## src/rtl/smc_lite_pkg.sv

```systemverilog
// Shared AHB-lite/APB encodings and bridge FSM states for the SMC configuration bridge.
package smc_lite_pkg;

   localparam logic [1:0] HTRANS_IDLE   = 2'b00;
   localparam logic [1:0] HTRANS_BUSY   = 2'b01;
   localparam logic [1:0] HTRANS_NONSEQ = 2'b10;
   localparam logic [1:0] HTRANS_SEQ    = 2'b11;

   localparam logic [1:0] HRESP_OKAY  = 2'b00;
   localparam logic [1:0] HRESP_ERROR = 2'b01;

   localparam logic [2:0] HSIZE_WORD = 3'b010;

   typedef enum logic [2:0] {
      ST_IDLE   = 3'd0,
      ST_WDATA  = 3'd1,
      ST_SETUP  = 3'd2,
      ST_ENABLE = 3'd3,
      ST_ERR1   = 3'd4,
      ST_ERR2   = 3'd5
   } bridge_state_e;

   // Only aligned 32-bit accesses reach the register file.
   function automatic logic xfer_legal(input logic [2:0] size, input logic [1:0] addr_lsb);
      return (size == HSIZE_WORD) && (addr_lsb == 2'b00);
   endfunction

endpackage

```

## src/rtl/smc_ahb2apb_lite.sv

```systemverilog
// AHB-lite slave to APB master bridge: one APB SETUP/ENABLE access per legal word transfer,
// two-cycle ERROR response for anything else.
module smc_ahb2apb_lite
   import smc_lite_pkg::*;
#(
   parameter int HADDR_W = 32,
   parameter int PADDR_W = 5
) (
   input  logic               pclk,
   input  logic               n_preset,
   input  logic               hsel,
   input  logic               hready_in,
   input  logic [1:0]         htrans,
   input  logic               hwrite,
   input  logic [2:0]         hsize,
   input  logic [HADDR_W-1:0] haddr,
   input  logic [31:0]        hwdata,
   output logic               hreadyout,
   output logic [1:0]         hresp,
   output logic [31:0]        hrdata,
   output logic               psel,
   output logic               penable,
   output logic               pwrite,
   output logic [PADDR_W-1:0] paddr,
   output logic [31:0]        pwdata,
   input  logic [31:0]        prdata
);

   bridge_state_e      state_q, state_d;
   logic [PADDR_W-1:0] paddr_q, paddr_d;
   logic               pwrite_q, pwrite_d;
   logic [31:0]        pwdata_q, pwdata_d;
   logic [31:0]        hrdata_q, hrdata_d;
   logic               xfer_valid;

   // Upper address bits are decoded by the fabric through hsel; htrans[0] only splits NONSEQ/SEQ.
   logic unused_inputs;
   assign unused_inputs = ^{haddr[HADDR_W-1:PADDR_W], htrans[0]};

   assign xfer_valid = hsel & hready_in & htrans[1];

   always_ff @(posedge pclk or negedge n_preset) begin
      if (!n_preset) begin
         state_q  <= ST_IDLE;
         paddr_q  <= '0;
         pwrite_q <= 1'b0;
         pwdata_q <= '0;
         hrdata_q <= '0;
      end else begin
         state_q  <= state_d;
         paddr_q  <= paddr_d;
         pwrite_q <= pwrite_d;
         pwdata_q <= pwdata_d;
         hrdata_q <= hrdata_d;
      end
   end

   always_comb begin
      state_d  = state_q;
      paddr_d  = paddr_q;
      pwrite_d = pwrite_q;
      pwdata_d = pwdata_q;
      hrdata_d = hrdata_q;
      case (state_q)
         ST_IDLE: begin
            if (xfer_valid) begin
               if (xfer_legal(hsize, haddr[1:0])) begin
                  paddr_d  = haddr[PADDR_W-1:0];
                  pwrite_d = hwrite;
                  state_d  = hwrite ? ST_WDATA : ST_SETUP;
               end else begin
                  state_d = ST_ERR1;
               end
            end
         end
         ST_WDATA: begin
            pwdata_d = hwdata;
            state_d  = ST_SETUP;
         end
         ST_SETUP:  state_d = ST_ENABLE;
         ST_ENABLE: begin
            if (!pwrite_q) hrdata_d = prdata;
            state_d = ST_IDLE;
         end
         ST_ERR1:   state_d = ST_ERR2;
         ST_ERR2:   state_d = ST_IDLE;
         default:   state_d = ST_IDLE;
      endcase
   end

   // All handshake outputs decode straight from the state register so reset clears them at once.
   assign psel      = (state_q == ST_SETUP) || (state_q == ST_ENABLE);
   assign penable   = (state_q == ST_ENABLE);
   assign hreadyout = (state_q == ST_IDLE) || (state_q == ST_ERR2);
   assign hresp     = ((state_q == ST_ERR1) || (state_q == ST_ERR2)) ? HRESP_ERROR : HRESP_OKAY;
   assign pwrite    = pwrite_q;
   assign paddr     = paddr_q;
   assign pwdata    = pwdata_q;
   assign hrdata    = hrdata_q;

endmodule

```

## config.mk

```make
export PLATFORM = sky130hd
export DESIGN_NAME = smc_ahb2apb_lite
export DESIGN_NICKNAME = d
export VERILOG_FILES = /design/src/rtl/smc_lite_pkg.sv /design/src/rtl/smc_ahb2apb_lite.sv
export SDC_FILE = /design/constraint.sdc
export NUM_CORES = 1
export LEC_CHECK = 0
export ABC_AREA = 1
export ABC_CLOCK_PERIOD_IN_PS = 1500
export CAP_MARGIN = 10
export CORE_MARGIN = 2
export CORE_UTILIZATION = 38
export CTS_CLUSTER_SIZE = 25
export DETAILED_ROUTE_END_ITERATION = 8
export PLACE_DENSITY = 0.81
export SYNTH_ARGS = -nofsm -noshare
export SYNTH_HDL_FRONTEND = slang
export SYNTH_SLANG_ARGS = --single-unit
```

## constraint.sdc

```tcl
create_clock -name pclk -period 1.5 [get_ports pclk]
set_clock_uncertainty 0.1 [all_clocks]
set_input_delay 0.3 -clock pclk [delete_from_list [all_inputs] [get_ports pclk]]
set_output_delay 0.3 -clock pclk [all_outputs]
set_load 0.03 [all_outputs]
```

==> metrics.csv, run 1 <==
stage;metric;value;unit
outcome;outcome;finished with violations;
outcome;failed_checks;negative setup slack;
synth;synth_flop_cell;dfrtp_1;
power;total_leakage_power;2.47;nW
die;start_util;0.393;
power;swShare;0.454;
timing;fin_crit_sh;1.10;
min_path;hp-class;input port to asynchronous set/reset pin;
global_routing;top_usage_layer;met2;
detailed_routing;drt_iter0_markers;110;
synth;ys_async_sr_fraction;1.00;
setup_path;critPathTopFamily;flip-flops;
power;p_clk_frac;0.159;
setup_path;path_class;register to output port;
detailed_routing;via_count;2864;
placed_design;dp.final_hpwl;5.97;mm
die;die-area;0.00873;sq mm
synth;post-synth-top-count-cell;nand2_1;
synth;ys_seq_area_frac;0.601;
global_routing;grt_max_degree;35;
timing;period_minus_slack;1640;ps
finish;area_growth;60.7;%
clocking;cts_num_sinks;73;
global_routing;grt_pass1_wl;13.6;mm
synth;synth_top_area_frac;0.601;
synth;syn_inst;342;
setup_path;worstPathMaxFanout;3;
timing;whs;308;ps
clocking;cts_tree;done;
synth;syn_nets;448;
global_routing;grt_pass1_vias;2961;
synth;yosysWarnings;0;
finish;nNetsFinal;616;
die;die_h;93.5;microns
synth;synth_area_leaders;dfrtp_1 60%, nand2_1 18%, nand3_1 12%, buf_6 2.2%, inv_1 1.4%;
power;max-vdd-ir-drop;1.09;mV
placed_design;dp_cells;589;
global_routing;use_met2;0.340;
power;fin_total_pwr;10.6;mW
detailed_routing;route.detailed.drc;0;
power;p_per_area;2170;mW/mm^2
synth;synth_seq_cells;73;
setup_path;required;1100;ps
detailed_routing;wl;8.33;mm
timing;final_hold_viol_count;0;
finish;drive_above_1_share;0.210;
timing;slew_violations;0;
global_routing;antenna_found_initial;0;
timing;max_freq;608;MHz
clocking;clk-insertion-delay-late;330;ps
global_routing;overflow;0;
placed_design;routabilityCongestion;0.796;
setup_path;path_buf_inv;4;
clocking;ctsHtreeMaxLevel;3;
die;design.core.area;0.00773;sq mm
setup_path;cpPeakStageDelay;450;ps
setup_path;cpMaxStageDelayCell;dfrtp_2;
finish;nFillCells;635;
detailed_routing;wl_per_cell;13.5;microns
clocking;path_clk_slew;80;ps
power;internal-power;5.80;mW
setup_path;start_kind;register;
detailed_routing;post_drt_via_cell_ratio;4.64;
die;rows;32;
timing;setup_tns;-537;ps
detailed_routing;dr.pass1.iters;4;
setup_path;arrival;1240;ps
timing;setup_viol;5;
timing;rsz0062_at_grt;true;
detailed_routing;ant_nets;0;
die;io_pins;181;
synth;synth_common_cells;148 x nand2_1, 73 x dfrtp_1, 70 x nand3_1;
global_routing;grt_usage;0.196;
clocking;cts_root_buffer;clkbuf_8;
global_routing;use_met1;0.238;
power;p_switching;4.82;mW
placed_design;pre_cts_ws;-73.3;ps
setup_path;r2r_slack;-120;ps
synth;syn_avg_cell_area;8.89;sq um
synth;netlist_area;0.00304;sq mm
finish;stdcell_count;617;
die;dieWidth;93.5;microns
synth;synth_edf_count;0;
setup_path;critPathCaptureType;output port;
clocking;cts_buffer_depth;2;
synth;synth_cell_types;20;
global_routing;grtUsageMet3;0.0459;
power;power_frac_comb;0.523;
clocking;cts_buffers;9;
job;cap_violations;0;
timing;setup_ws;-144;ps
synth;synth_largest_area_cell;dfrtp_1;
power;seqPwrFrac;0.318;
setup_path;cpMostUsedCell;buf_6;
finish;antennaDiodeCount;0;
placed_design;io_buffers;151;
setup_path;worstPathCellList;buf_6 -> nand2_4 -> buf_6 -> inv_4 -> buf_12;
registers in the layout (all words and copies together) (netlist names):
register  count
pwdata       32
state_q       3
hrdata       32
pwrite        1
paddr         5
routing by layer:
| layer | up-vias | wire (microns) |
|---|---|---|
| met5 | - | 0 |
| met4 | 0 | 144 |
| met3 | 15 | 607 |
| met2 | 125 | 4200 |
| met1 | 1305 | 3380 |
| li1 | 1419 | - |
cells in the final DEF (no fill, tap or decap), types with 3 or more instances in the layout:
cell type        count
nand2_1            146
clkdlybuf4s50_1     76
dfrtp_1             71
nand3_1             70
clkbuf_2            42
clkdlybuf4s15_1     23
buf_4               19
clkbuf_8            10
inv_1                7
nor2_1               5
buf_12               5
buf_6                5
inv_4                3
nand2_4              3
worst reg2reg max path: stages, from the launching register on:
cell,delay [ps]
dfrtp_2,440
inv_2,70
buf_4,130
buf_4,120
buf_4,120
buf_4,120
buf_4,120
buf_4,120
nand2_2,50
nor2_1,40
nand2_1,60
inv_1,30
logic make-up (layout without fill, tap and decap cells):
kind of cell / after synthesis / after routing / share of synthesized area
AO/OA/AOI/OAI: 5 / 5 / 0.00987
AND/OR/NAND/NOR: 231 / 231 / 0.330
buffers and inverters: 32 / 205 / 0.0580
flip-flops: 73 / 73 / 0.601
other: 1 / 1 / 0.00123
through the flow:
stage,utilization,cell area [sq um]
floorplan,-,3040
global placement,0.609,4700
detailed placement,0.609,4700
CTS,0.651,5030
global route,0.632,4890
finish,0.632,4890
repair_timing:
action,4_1_cts,5_1_grt
hold buffers,1,0
hold endpoints to repair,22,0
setup endpoints to repair,103,97
gates resized for setup,128,77
pin swaps,3,4
setup buffers,11,1
final cells by class:
class / count / area (sq um) / area share
Timing Repair Buffer: 177 / 1580 / 0.323
Sequential cell: 73 / 1830 / 0.374
Tap cell: 102 / 128 / 0.0261
Multi-Input combinational cell: 237 / 1080 / 0.220
Inverter: 12 / 52.6 / 0.0108
Clock buffer: 11 / 141 / 0.0289
Clock inverter: 5 / 78.8 / 0.0161
power groups by stage:
stage	Combinational [mW]	Clock (mW)	Sequential (mW)
floorplan	1.59	0	4.98
global placement	5.71	0	3.35
detailed placement	5.83	0	3.38
CTS	5.69	1.72	3.36
global route	6.01	1.81	3.48
finish	5.55	1.68	3.38
path summary, 6_finish.rpt:
kind                       cells past startpoint                endpoint                    from
max                                            5                hresp[0]  state_q[2]$_DFFE_PN0P_
min                                            2  hrdata[14]$_DFFE_PN0P_                n_preset
max reg2reg                                   11  state_q[2]$_DFFE_PN0P_  state_q[1]$_DFFE_PN0P_
min reg2reg                                    2  hrdata[25]$_DFFE_PN0P_  hrdata[25]$_DFFE_PN0P_
max in group asynchronous                      3  hrdata[26]$_DFFE_PN0P_                n_preset
min in group pclk                              2  hrdata[25]$_DFFE_PN0P_  hrdata[25]$_DFFE_PN0P_
Power figures use the tool's default switching activity.
==> inputs of run 2 (changes only) <==
- CTS_CLUSTER_DIAMETER: default -> 200
- HOLD_SLACK_MARGIN: default -> 0.12
==> results of run 2 <==
Final layout, timing and power as in run 1 (identical DEF).
